===== src/rtl/wowi_swap_sched_if.sv =====
// rtl/wowi_swap_sched_if.sv - requester and adapter bundles for the swap scheduler
// Requester side carries two packed lanes; adapter side is the word-wide BRAM adapter handshake.

interface wowi_swap_req_if;
   logic [1:0]  req_valid;
   logic [15:0] req_addr_a;
   logic [15:0] req_addr_b;
   logic [1:0]  req_done;
   logic [1:0]  req_err;

   modport master (
      output req_valid,
      output req_addr_a,
      output req_addr_b,
      input  req_done,
      input  req_err
   );

   modport slave (
      input  req_valid,
      input  req_addr_a,
      input  req_addr_b,
      output req_done,
      output req_err
   );
endinterface

interface wowi_swap_ad_if #(
   parameter int W = 16
);
   logic         ad_st_read;
   logic         ad_st_write;
   logic [7:0]   ad_base_addr;
   logic [W-1:0] ad_write_data;
   logic [W-1:0] ad_read_data;
   logic         ad_flip_ready;
   logic         ad_wrt_done;

   modport master (
      output ad_st_read,
      output ad_st_write,
      output ad_base_addr,
      output ad_write_data,
      input  ad_read_data,
      input  ad_flip_ready,
      input  ad_wrt_done
   );

   modport slave (
      input  ad_st_read,
      input  ad_st_write,
      input  ad_base_addr,
      input  ad_write_data,
      output ad_read_data,
      output ad_flip_ready,
      output ad_wrt_done
   );
endinterface


===== src/rtl/wowi_swap_sched.sv =====
// rtl/wowi_swap_sched.sv - round-robin scheduler issuing atomic two-word swaps through one BRAM adapter
// Outputs are decoded from registered state, so an asynchronous reset clears them immediately.

module wowi_swap_sched #(
   parameter int DATA_WIDTH = 8,
   parameter int WORD_BYTES = 2,
   parameter int TIMEOUT    = 15
) (
   input  logic           clk,
   input  logic           rst,
   output logic           busy,
   wowi_swap_req_if.slave req,
   wowi_swap_ad_if.master ad
);

   localparam int W   = DATA_WIDTH * WORD_BYTES;
   localparam int WDW = $clog2(TIMEOUT + 1);

   typedef enum logic [3:0] {
      S_IDLE,
      S_GRANT,
      S_RD_A,
      S_W_RA,
      S_RD_B,
      S_W_RB,
      S_WR_A,
      S_W_WA,
      S_WR_B,
      S_W_WB,
      S_FIN,
      S_ABORT
   } state_t;

   state_t         state_q, state_d;
   logic           gnt_q, gnt_d;
   logic           prio_q, prio_d;
   logic [7:0]     addr_a_q, addr_a_d;
   logic [7:0]     addr_b_q, addr_b_d;
   logic [W-1:0]   word_a_q, word_a_d;
   logic [W-1:0]   word_b_q, word_b_d;
   logic [WDW-1:0] wd_q, wd_d;
   logic           wd_last;
   logic           pick;

   // The cycle with wd_q == TIMEOUT-1 is the last one a response is still honoured in.
   assign wd_last = (wd_q == WDW'(TIMEOUT - 1));

   always_ff @(posedge clk or posedge rst) begin
      if (rst) begin
         state_q  <= S_IDLE;
         gnt_q    <= 1'b0;
         prio_q   <= 1'b0;
         addr_a_q <= '0;
         addr_b_q <= '0;
         word_a_q <= '0;
         word_b_q <= '0;
         wd_q     <= '0;
      end else begin
         state_q  <= state_d;
         gnt_q    <= gnt_d;
         prio_q   <= prio_d;
         addr_a_q <= addr_a_d;
         addr_b_q <= addr_b_d;
         word_a_q <= word_a_d;
         word_b_q <= word_b_d;
         wd_q     <= wd_d;
      end
   end

   always_comb begin
      state_d  = state_q;
      gnt_d    = gnt_q;
      prio_d   = prio_q;
      addr_a_d = addr_a_q;
      addr_b_d = addr_b_q;
      word_a_d = word_a_q;
      word_b_d = word_b_q;
      wd_d     = wd_q;
      pick     = prio_q;

      case (state_q)
         S_IDLE: begin
            if (|req.req_valid) begin
               state_d = S_GRANT;
            end
         end

         S_GRANT: begin
            // prio_q names the requester that wins a tie; it flips away from each grant.
            if (req.req_valid == 2'b11) begin
               pick = prio_q;
            end else begin
               pick = req.req_valid[1];
            end
            if (|req.req_valid) begin
               gnt_d    = pick;
               prio_d   = ~pick;
               addr_a_d = pick ? req.req_addr_a[15:8] : req.req_addr_a[7:0];
               addr_b_d = pick ? req.req_addr_b[15:8] : req.req_addr_b[7:0];
               state_d  = (addr_a_d == addr_b_d) ? S_FIN : S_RD_A;
            end else begin
               state_d = S_IDLE;
            end
         end

         S_RD_A: begin
            wd_d    = '0;
            state_d = S_W_RA;
         end

         S_W_RA: begin
            if (ad.ad_flip_ready) begin
               word_a_d = ad.ad_read_data;
               state_d  = S_RD_B;
            end else if (wd_last) begin
               state_d = S_ABORT;
            end else begin
               wd_d = wd_q + 1'b1;
            end
         end

         S_RD_B: begin
            wd_d    = '0;
            state_d = S_W_RB;
         end

         S_W_RB: begin
            if (ad.ad_flip_ready) begin
               word_b_d = ad.ad_read_data;
               state_d  = S_WR_A;
            end else if (wd_last) begin
               state_d = S_ABORT;
            end else begin
               wd_d = wd_q + 1'b1;
            end
         end

         S_WR_A: begin
            wd_d    = '0;
            state_d = S_W_WA;
         end

         S_W_WA: begin
            if (ad.ad_wrt_done) begin
               state_d = S_WR_B;
            end else if (wd_last) begin
               state_d = S_ABORT;
            end else begin
               wd_d = wd_q + 1'b1;
            end
         end

         S_WR_B: begin
            wd_d    = '0;
            state_d = S_W_WB;
         end

         S_W_WB: begin
            if (ad.ad_wrt_done) begin
               state_d = S_FIN;
            end else if (wd_last) begin
               state_d = S_ABORT;
            end else begin
               wd_d = wd_q + 1'b1;
            end
         end

         S_FIN:   state_d = S_IDLE;
         S_ABORT: state_d = S_IDLE;
         default: state_d = S_IDLE;
      endcase
   end

   // Address and data stay put from the start pulse through the matching wait state.
   always_comb begin
      busy             = (state_q != S_IDLE);
      ad.ad_st_read    = (state_q == S_RD_A) || (state_q == S_RD_B);
      ad.ad_st_write   = (state_q == S_WR_A) || (state_q == S_WR_B);
      ad.ad_base_addr  = '0;
      ad.ad_write_data = '0;
      req.req_done     = 2'b00;
      req.req_err      = 2'b00;

      case (state_q)
         S_RD_A, S_W_RA: ad.ad_base_addr = addr_a_q;
         S_RD_B, S_W_RB: ad.ad_base_addr = addr_b_q;
         S_WR_A, S_W_WA: begin
            ad.ad_base_addr  = addr_a_q;
            ad.ad_write_data = word_b_q;
         end
         S_WR_B, S_W_WB: begin
            ad.ad_base_addr  = addr_b_q;
            ad.ad_write_data = word_a_q;
         end
         S_FIN:   req.req_done = gnt_q ? 2'b10 : 2'b01;
         S_ABORT: req.req_err  = gnt_q ? 2'b10 : 2'b01;
         default: ;
      endcase
   end

endmodule

===== src/flat_wrapper.sv =====
// flat-port wrapper written by rule: the top's interface ports become plain ports
module wowi_swap_sched_flat 
#(
   parameter int DATA_WIDTH = 8,
   parameter int WORD_BYTES = 2,
   parameter int TIMEOUT    = 15
)
  (clk, rst, busy, req_req_valid, req_req_addr_a, req_req_addr_b, req_req_done, req_req_err, ad_ad_st_read, ad_ad_st_write, ad_ad_base_addr, ad_ad_write_data, ad_ad_read_data, ad_ad_flip_ready, ad_ad_wrt_done);
  wowi_swap_req_if req_i ();
  wowi_swap_ad_if ad_i ();
  input  logic clk;
  input  logic rst;
  output logic busy;
  input wire logic [$bits(req_i.req_valid)-1:0] req_req_valid;
  input wire logic [$bits(req_i.req_addr_a)-1:0] req_req_addr_a;
  input wire logic [$bits(req_i.req_addr_b)-1:0] req_req_addr_b;
  output wire logic [$bits(req_i.req_done)-1:0] req_req_done;
  output wire logic [$bits(req_i.req_err)-1:0] req_req_err;
  output wire logic [$bits(ad_i.ad_st_read)-1:0] ad_ad_st_read;
  output wire logic [$bits(ad_i.ad_st_write)-1:0] ad_ad_st_write;
  output wire logic [$bits(ad_i.ad_base_addr)-1:0] ad_ad_base_addr;
  output wire logic [$bits(ad_i.ad_write_data)-1:0] ad_ad_write_data;
  input wire logic [$bits(ad_i.ad_read_data)-1:0] ad_ad_read_data;
  input wire logic [$bits(ad_i.ad_flip_ready)-1:0] ad_ad_flip_ready;
  input wire logic [$bits(ad_i.ad_wrt_done)-1:0] ad_ad_wrt_done;
  assign req_i.req_valid = req_req_valid;
  assign req_i.req_addr_a = req_req_addr_a;
  assign req_i.req_addr_b = req_req_addr_b;
  assign req_req_done = req_i.req_done;
  assign req_req_err = req_i.req_err;
  assign ad_ad_st_read = ad_i.ad_st_read;
  assign ad_ad_st_write = ad_i.ad_st_write;
  assign ad_ad_base_addr = ad_i.ad_base_addr;
  assign ad_ad_write_data = ad_i.ad_write_data;
  assign ad_i.ad_read_data = ad_ad_read_data;
  assign ad_i.ad_flip_ready = ad_ad_flip_ready;
  assign ad_i.ad_wrt_done = ad_ad_wrt_done;
  wowi_swap_sched #(.DATA_WIDTH(DATA_WIDTH), .WORD_BYTES(WORD_BYTES), .TIMEOUT(TIMEOUT)) u_core (.clk(clk), .rst(rst), .busy(busy), .req(req_i), .ad(ad_i));
endmodule

===== config.mk =====
export PLATFORM = sky130hd
export DESIGN_NAME = wowi_swap_sched_flat
export DESIGN_NICKNAME = d
export VERILOG_FILES = /design/src/rtl/wowi_swap_sched_if.sv /design/src/rtl/wowi_swap_sched.sv /design/src/flat_wrapper.sv
export SDC_FILE = /design/constraint.sdc
export NUM_CORES = 1
export LEC_CHECK = 0
export BUFFER_PORTS_ARGS = -buffer_cell sky130_fd_sc_hd__buf_2
export CORE_MARGIN = 2
export CORE_UTILIZATION = 40
export DETAILED_ROUTE_END_ITERATION = 6
export GPL_ROUTABILITY_DRIVEN = 0
export PLACE_DENSITY = 0.69
export SLEW_MARGIN = 15
export SYNTH_ARGS = -nofsm -noshare
export SYNTH_HDL_FRONTEND = slang
export SYNTH_SLANG_ARGS = --single-unit

===== constraint.sdc =====
create_clock -name clk -period 3.92 [get_ports clk]
set_clock_uncertainty 0.15 [all_clocks]
set_input_delay 0.392 -clock clk [delete_from_list [all_inputs] [get_ports clk]]
set_output_delay 0.392 -clock clk [all_outputs]
set_load 0.01 [all_outputs]

# == Word-level counts from Yosys, hierarchy flattened ==
# Cells that the tools add are included.
# totals
regBits,58
inputBits,54
wordCells,66
# op_classes
add_sub_neg,1
eq_ne,17
mux,22
n_bitwise,1
reduce_logical,17
# op_table
cell,n
4-bit two-way mux,11
4-bit case mux with 10 select lines,1
16-bit case mux with 2 select lines,1
4-bit == test (second input constant),5
4-bit by 3-bit == test with 1-bit output (second input constant),4
8-bit two-way mux,2
8-bit case mux with 2 select lines,1
4-bit case mux with 3 select lines,1
4-bit OR reduction,3
2-bit OR reduction,5
4-bit by 2-bit == test with 1-bit output (second input constant),2
8-bit == test,1
2-bit two-way mux,3
2-bit AND reduction,3
4-bit by 1-bit adder with 4-bit output (second input constant),1
4-bit by 1-bit == test with 1-bit output (second input constant),1
4-bit logical NOT,1
2-bit inequality test (second input constant),2
4-bit nonzero test,1
3-bit AND reduction,1
3-bit nonzero test,1
2-bit == test (second input constant),1
1-bit logical OR,2
1-bit two-way mux,2
2 further kinds,2

# == Logic depth before layout (Yosys ltp) ==
# Gate-level depths: netlist (run 1).
# logic_depth
depth_word,8
mapped_depth,7
mapped_depth_nobuf,7

# == Least setup slack after synthesis (run 1) ==
# OpenSTA, ideal clock, no wires.
# synth_path
path_type,reg-to-output
startpoint,register u_core.state_q[2]
endpoint,output port ad_ad_write_data[0]
arrival_ns,1.298
required_ns,3.378
path_slack_ns,2.080
path_stages_with_launch,6
n_path_buf,3
cell_sequence,dfrtp_1 > buf_2 > nor3b_2 > buf_2 > buf_2 > a22o_1
# synth_via
elab_chain_len,3
word_cells_on_any_way,7
classes_between,eq/ne (4); mux (1); reduce/logical (2)
# synth_lines
element,line_no,text
start: declaration,wowi_swap_sched.sv:34,"state_t state_q, state_d;"
start signal: assignment,wowi_swap_sched.sv:59,state_q <= state_d;
4-bit == test or 4-bit by 3-bit == test with 1-bit output (tied branches),wowi_swap_sched.sv:184,case (state_q)
2-bit OR reduction,wowi_swap_sched.sv:184,
16-bit case mux with 2 select lines *,wowi_swap_sched.sv:184,
end: declaration,flat_wrapper.sv:22,output wire logic [$bits(ad_i.ad_write_data)-1:0] ad_ad_write_data;
# Every way passes the cells marked *; elsewhere a longest branch is shown, timed or not.

# == Final worst setup path (run 1) ==
# layout_path
startpoint,register u_core.state_q[1]
endpoint,register u_core.word_a_q[15]
# layout_via
elab_chain_len,2
# layout_lines
element,line_no,text
4-bit by 2-bit == test with 1-bit output,wowi_swap_sched.sv:81,case (state_q)
2-bit AND reduction (no source line),-,
end signal: assignment,wowi_swap_sched.sv:64,word_a_q <= word_a_d;
end: declaration,wowi_swap_sched.sv:39,"logic [W-1:0] word_a_q, word_a_d;"
# No other way between the ends.
# A chain may end at the register's enable or synchronous reset.

==> key figures, run 1 <==
Critical path
  • Max incr delay on CP: 790 ps
  • FF-to-FF Start: u_core.state_q[1]
  • Reg2reg path depth: 3
  • Req. time, crit path: 3980 ps
  • Worst path depth: 3
  • Crit Path Max Fanout: 21
  • CP top delay family: simple AND/OR/NAND/NOR gates
  • Worst EP arrival: 2840 ps
  • Setup Crit Path Kind: flip-flop to flip-flop
  • CP startpoint kind: flip-flop
  • CP Buf/Inv Count: 0
  • Cell Chain, Critical Path: nor2b_1, and3_1, mux2_2
  • CP max-delay cell: and3_1
  • Crit path capture: u_core.word_a_q[15]
  • Reg2reg end: u_core.word_a_q[15]
  • Nature of the critical path endpoint: flip-flop
  • R2r setup slk: 1140 ps
  • Worst setup startpoint: u_core.state_q[1]

Die
  • Die area: 8524 sq um
  • Chip width: 92.33 um
  • Ports: 85
  • DIE HEIGHT: 92.33 um
  • Core Region: 7647 sq um
  • Initial core utilization: 40.80%
  • Row Count: 32

Synthesis
  • Area share of the largest cell type after synthesis: 46.51%
  • Post-Synthesis Cells: 290
  • Area leader, netlist: dfrtp_1
  • Post-synthesis sequential area ratio: 46.51%
  • Synth unique cells: 47
  • Mapped Nets: 346
  • Syn avg cell area: 10.76 sq um
  • Ys Warns: 0
  • Cell Area, Synth: 3120 sq um
  • Largest cells by area after synthesis: dfrtp_1 47%, mux2_2 7.2%, a22o_1 5.9%
  • #FFs+latches synth: 58

CTS
  • CTS tree: yes
  • Clk root buf: clkbuf_8
  • Clock buffer depth: 2
  • Post-CTS setup buffer count: 0
  • CTS sink cnt: 58
  • Clock slew at reported path FFs: 70 ps
  • Worst-skew pair later-pin latency: 330 ps
  • Post-CTS Hold Fix Bufs: 0
  • H-tree levels: 3
  • CTS Buf Count: 9
  • Post_cts resized: 0

Global route
  • Gr ovfl total: 0
  • Overall Global Routing Usage: 16.72%
  • Vias in the first global route: 2464
  • First-pass GRT wire length: 11210 um
  • Initial antenna violation count: 0
  • Maximum number of pins on one net before global-route repair: 39

Finish
  • Nets: 424
  • Area Growth Syn to Fin: 21.77%
  • Filler cells: 695
  • Most frequent cells in the layout: 84 x buf_2, 58 x dfrtp_1, 29 x nand2_1, 21 x a22o_1, 20 x mux2_2
  • Register area: 1451 sq um
  • Ant. Diodes: 0
  • Most common cell after layout, fill and taps aside: buf_2
  • Fraction of layout cells with a size suffix above 1: 35.39%
  • Footprint of the multi-input gates: 1540 sq um

STA
  • Unrepaired setup endpoints after global routing: no
  • Final min period: 2779 ps
  • Fin. max-slew vios: 0
  • Hold Fails Final Rpt: 0
  • F_max: 0.3598 GHz
  • Final setup TNS: 0 ps
  • Slew @ Worst Pin: 818.8 ps
  • Final worst path period share: 70.89%
  • Setup-failing EPs final: 0
  • Max_slew headroom: 45.17%

Drt
  • DRC: 0
  • Vias: 2441
  • Wirelength, routed: 6674 um
  • Drt via density: 5.139
  • First DRT Iteration DRCs: 62
  • ANT nets after route: 0
  • DRT Pass-1 Iters: 4
  • Post-DR wirelength/cell: 14.05 um

Job
  • # Max-Cap Violations: 0

Power and ir drop
  • Max rail drop VDD: 275.7 uV
  • Final Power: 2729 uW
  • Lkg Pwr: 0.001851 uW
  • Pwr per Cell Area: 718.1 nW/um^2

Min path
  • Worst hold path type: primary input to asynchronous set/reset pin

Status
  • Outcome: finished clean

Place
  • Hpwl dp: 4828 um
  • IO Port Bufs: 84
[cell usage after synthesis, drive strengths merged]
cell     instances
dfrtp           58
mux2            33
nand2           29
o21ai           23
a22o            21
mux2i           16
buf             14
nor2            14
xor2            11
inv              9
xnor2            7
clkbuf           6
nor3             4
nor4             4
a211oi           3
a21oi            3
a31oi            3
and3             3
nand3            3
o211ai           3
a31o             2
ha               2
nand2b           2
nor2b            2
nor3b            2
a2111o           1
a21boi           1
a32oi            1
a41oi            1
and2b            1
and3b            1
nand4            1
o2111ai          1
o21a             1
o221a            1
o221ai           1
o22ai            1
o31ai            1
[per-stage QoR]
step / util, % / instances / setup WS, ps / hold slack (ps) / area, sq um
after global routing: 49.69 / 475 / 887.8 / 113.8 / 3800
after detailed placement: 46.92 / 459 / 1099 / 323.4 / 3588
final: 49.69 / 475 / 1141 / 46.23 / 3800
after global placement: 46.92 / 459 / 1145 / 313.2 / 3588
after CTS: 49.59 / 475 / 1112 / 65.20 / 3792
after floorplan: - / 290 / 1950 / 299.7 / 3120
[power by group]
part,switching [uW],leakage (uW),internal [uW],total (uW)
Sequential,222,0.000711,884,1110
Combinational,554,0.00103,516,1070
Clock,229,0.000105,324,553
[sequential cells by signal, summed over array words and instances, names as in the netlist]
register,count
u_core.wd_q,4
u_core.addr_b_q,8
u_core.gnt_q,1
u_core.state_q,4
u_core.word_a_q,16
u_core.addr_a_q,8
u_core.prio_q,1
u_core.word_b_q,16
[worst min path at each step]
stage                             from                   to  cells past startpoint
CTS                                rst   u_core.word_b_q[9]                      2
detailed placement  u_core.addr_a_q[5]   u_core.addr_a_q[5]                      2
global route                       rst  u_core.word_a_q[14]                      2
global placement    u_core.addr_a_q[3]   u_core.addr_a_q[3]                      2
finish                             rst  u_core.word_b_q[14]                      2
floorplan           u_core.addr_b_q[0]   u_core.addr_b_q[0]                      2
[worst reg2reg max path, delay by kind of cell, from the launching register on]
kind	cells	cell delay (ps)
and+or+nand+nor	2	1410
DFF	1	690
muxes	1	420
[layout make-up]
type                       count  share of cell area (%)
clock buffer                  11                   3.984
clock inverter                 5                   1.383
inverter                       9                  0.8890
multi-input combinational    203                   40.53
sequential                    58                   38.20
tap                          102                   3.359
timing repair buffer          87                   11.66
[logic make-up after synthesis]
family | synth area share, %
xor+xnor | 5.052
simple gates | 10.14
compound gates | 15.96
buf+inv | 4.491
fa+ha+maj | 0.8018
mux | 17.04
flops | 46.51
[routing by layer]
layer / track usage, % / share of wire, %
met1: 21.46 / 47
met2: 27.86 / 46
met3: 3.336 / 5.5
met4: 6.468 / 1.3
met5: 0 / 0
No activity file was read; power rests on OpenSTA's default activity.
==> run 2: changes to the inputs <==
--- a/config.mk
+++ b/config.mk
@@ -5,12 +5,13 @@
 export SDC_FILE = /design/constraint.sdc
 export NUM_CORES = 1
 export LEC_CHECK = 0
+export ABC_AREA = 1
 export BUFFER_PORTS_ARGS = -buffer_cell sky130_fd_sc_hd__buf_2
 export CORE_MARGIN = 2
 export CORE_UTILIZATION = 40
 export DETAILED_ROUTE_END_ITERATION = 6
 export GPL_ROUTABILITY_DRIVEN = 0
-export PLACE_DENSITY = 0.69
+export PLACE_DENSITY = 0.68
 export SLEW_MARGIN = 15
 export SYNTH_ARGS = -nofsm -noshare
 export SYNTH_HDL_FRONTEND = slang
==> constraint.sdc (replaced) <==
create_clock -name clk -period 2.7 [get_ports clk]
set_clock_uncertainty 0.15 [all_clocks]
set_input_delay 0.27 -clock clk [delete_from_list [all_inputs] [get_ports clk]]
set_output_delay 0.27 -clock clk [all_outputs]
set_load 0.01 [all_outputs]
==> run 2 against run 1 <==
Against the previous run:
- synthesized cell count increased by 50%
- highest routed layer unchanged
- first-iteration DRC count increased to 3.0 times the previous value
- die area increased by 7.5%
==> key figures, run 2 <==
Synthesis
  • Mapped Nets: 492 (+42%)
  • Area share of the largest cell type after synthesis: 43.12% (-3.4 points)
  • Top-count cell post-synth: nand2_1
  • Post-Synthesis Cells: 436 (+50%)
  • Ys Warns: 0 (unchanged)
  • Synth cell count leaders: 145 x nand2_1, 58 x dfrtp_1, 49 x inv_1
  • Largest cells by area after synthesis: dfrtp_1 43%, nand2_1 16%, o21ai_0 6.8%
  • Number of synthesized flops with an enable pin: 0 (unchanged)
  • #FFs+latches synth: 58 (unchanged)
  • Synth async-reset ratio: 100.0% (unchanged)
  • Synth unique cells: 35 (-26%)
  • Prevailing post-synth register cell: dfrtp_1
  • Post-synthesis sequential area ratio: 43.12% (-3.4 points)
  • Syn avg cell area: 7.720 sq um (-28%)
  • Area leader, netlist: dfrtp_1
  • Cell Area, Synth: 3366 sq um (+7.9%)

Drt
  • ANT nets after route: 0 (unchanged)
  • Wirelength, routed: 7981 um (+20%)
  • Vias: 3123 (+28%)
  • Post-DR wirelength/cell: 12.67 um (-9.8%)
  • Drt via density: 4.957 (-3.5%)
  • First DRT Iteration DRCs: 188 (+200%)
  • DRC: 0 (unchanged)
  • DRT Pass-1 Iters: 4 (unchanged)

Die
  • Die area: 9164 sq um (+7.5%)
  • DIE HEIGHT: 95.73 um (+3.7%)
  • Row Count: 33 (+3.1%)
  • Chip width: 95.73 um (+3.7%)
  • Core Region: 8175 sq um (+6.9%)
  • Initial core utilization: 41.17% (+0.36 points)
  • Ports: 85 (unchanged)

Power and ir drop
  • Pwr per Cell Area: 964.9 nW/um^2 (+34%)
  • Lkg Pwr: 0.002239 uW (+21%)
  • Max rail drop VDD: 402.2 uV (+46%)
  • Final Power: 3948 uW (+45%)

STA
  • Final setup TNS: 0 ps (unchanged)
  • Final min period: 2335 ps
  • Fin. max-slew vios: 0 (unchanged)
  • Slew @ Worst Pin: 590.5 ps (-228.3 ps)
  • Unrepaired setup endpoints after global routing: no
  • Final WS setup: 365.4 ps (-775.6 ps)
  • Hold Fails Final Rpt: 0 (unchanged)
  • Setup-failing EPs final: 0 (unchanged)
  • Final worst path period share: 86.47%
  • F_max: 0.4283 GHz
  • Max_slew headroom: 60.58% (+15 points)

CTS
  • H-tree levels: 3 (unchanged)
  • CTS Buf Count: 9 (unchanged)
  • Worst-skew pair later-pin latency: 340 ps (about the same)
  • Post_cts resized: 0 (unchanged)
  • Clock slew at reported path FFs: 70 ps (about the same)
  • CTS sink cnt: 58 (unchanged)
  • Clock buffer depth: 2 (unchanged)
  • Clk root buf: clkbuf_8
  • CTS tree: yes

Finish
  • Largest regs: u_core.word_a_q: 16 flops, u_core.word_b_q: 16 flops
  • Most frequent cells in the layout: 145 x nand2_1, 84 x buf_2, 58 x dfrtp_1, 48 x inv_1, 46 x o21ai_0
  • Register area: 1451 sq um (unchanged)
  • Design area: 4091 sq um (+7.7%)
  • Ant. Diodes: 0 (unchanged)
  • Fraction of layout cells with a size suffix above 1: 27.62% (-7.8 points)
  • Footprint of the multi-input gates: 1594 sq um (+3.5%)
  • Nets: 576 (+36%)
  • Filler cells: 796 (+15%)
  • Most common cell after layout, fill and taps aside: nand2_1
  • Finished Layout Cells: 630 (+33%)
  • Area Growth Syn to Fin: 21.56%

Place
  • Placed cell area: 3880 sq um (+8.1%)
  • Hpwl dp: 5844 um (+21%)
  • IO Port Bufs: 84 (unchanged)
  • Dpl cells: 613 (+34%)
  • DP Worst Slack: 598.2 ps (-501.1 ps)

Global route
  • Initial antenna violation count: 0 (unchanged)
  • First-pass GRT wire length: 13090 um (+17%)
  • Maximum number of pins on one net before global-route repair: 34 (-13%)
  • Overall Global Routing Usage: 18.31% (+1.6 points)
  • Vias in the first global route: 2875 (+17%)
  • Gr ovfl total: 0 (unchanged)

Critical path
  • CP max-delay cell: dfrtp_1
  • Max incr delay on CP: 440 ps (-350 ps)
  • CP top delay family: buffers and inverters
  • Worst EP arrival: 1910 ps (-930 ps)
  • Req. time, crit path: 2280 ps (-1700 ps)
  • CP startpoint kind: flip-flop
  • Crit Path Max Fanout: 16 (-24%)
  • Cell Chain, Critical Path: inv_2, nor2_4, nand2_2, inv_1, a32o_1, buf_2
  • Nature of the critical path endpoint: primary output
  • CP Buf/Inv Count: 3 (+3)
  • Setup Crit Path Kind: flip-flop to primary output

Status
  • Outcome: finished clean

Job
  • # Max-Cap Violations: 0 (unchanged)

Min path
  • Worst hold path type: primary input to flip-flop
[run 2: changes by cell type after synthesis, moves of 7 or more]
cell      previous run  this run
xor2_1              11         2
o21ai_0             12        46
a32o_1               0        19
xnor2_1              7         0
inv_1                8        49
nand2_1             29       145
mux2i_1             16         0
nand3_1              3        16
nand3b_1             0         9
mux2_2              20         0
a22o_1              21         3
o21ai_2              0        12
mux2_1              13         0
[run 2: repair_timing]
| item | 4_1_cts | 5_1_grt |
|---|---|---|
| hold endpoints to repair | 26 | 0 |
| buffers inserted | 0 | 0 |
| hold buffers | 1 | 0 |
[run 2: final timing paths]
check | slack [ps] | cells after the start | to | start
max reg2reg | 600 | 11 | u_core.state_q[3] | u_core.prio_q
max in group asynchronous | 1420 | 4 | u_core.word_a_q[8] | rst
min | 50 | 3 | u_core.word_b_q[3] | ad_ad_read_data[3]
min reg2reg | 340 | 2 | u_core.word_b_q[8] | u_core.word_b_q[8]
max | 370 | 6 | ad_ad_write_data[9] | u_core.state_q[3]
min in group asynchronous | 390 | 3 | u_core.addr_a_q[2] | rst
[run 2: area by class of cell]
| type | instances | area share (%) |
|---|---|---|
| well taps | 105 | 3.211 |
| multi-input cells | 302 | 38.96 |
| repair buffers | 92 | 12.11 |
| clock buffers | 10 | 3.364 |
| clock inverters | 6 | 1.560 |
| flip-flops and latches | 58 | 35.47 |
| inverters | 57 | 5.321 |
[run 2: per-layer routing]
layer	global-route usage [%]	up-vias	part of all wire, %	wire length (um)
met4	7.857	0	1.3	107
met3	3.211	10	5.4	433
met5	0	-	0	0
met1	23.05	1439	45	3603
met2	30.94	93	48	3836
li1	-	1581	-	-
[run 2: power breakdown]
part | total, uW | switching [uW] | leakage (uW) | internal (uW)
logic | 1600 | 996 | 0.00141 | 602
registers | 1540 | 271 | 0.000736 | 1270
clock network | 811 | 361 | 0.0000987 | 451
total | 3950 | 1630 | 0.00224 | 2320
[run 2: worst min-delay path, stage by stage]
cell     delay, ps
buf_2           90
inv_1           50
o21ai_0         70
[run 2: cells by family (layout without fill, tap and decap cells)]
kind of cell | Yosys count | in the layout | synth area share [%]
xor+xnor | 2 | 2 | 0.5205
simple gates | 201 | 201 | 26.39
compound gates | 97 | 97 | 19.70
flops | 58 | 58 | 43.12
fa+ha+maj | 2 | 2 | 0.7434
buf+inv | 76 | 165 | 9.517
[run 2: stage by stage]
stage,util [%],hold WS [ps]
floorplan,-,258.7
finish,50.05,47.01
detailed placement,47.46,228.6
CTS,50.05,35.82
global route,50.05,36.49
global placement,47.46,230.8
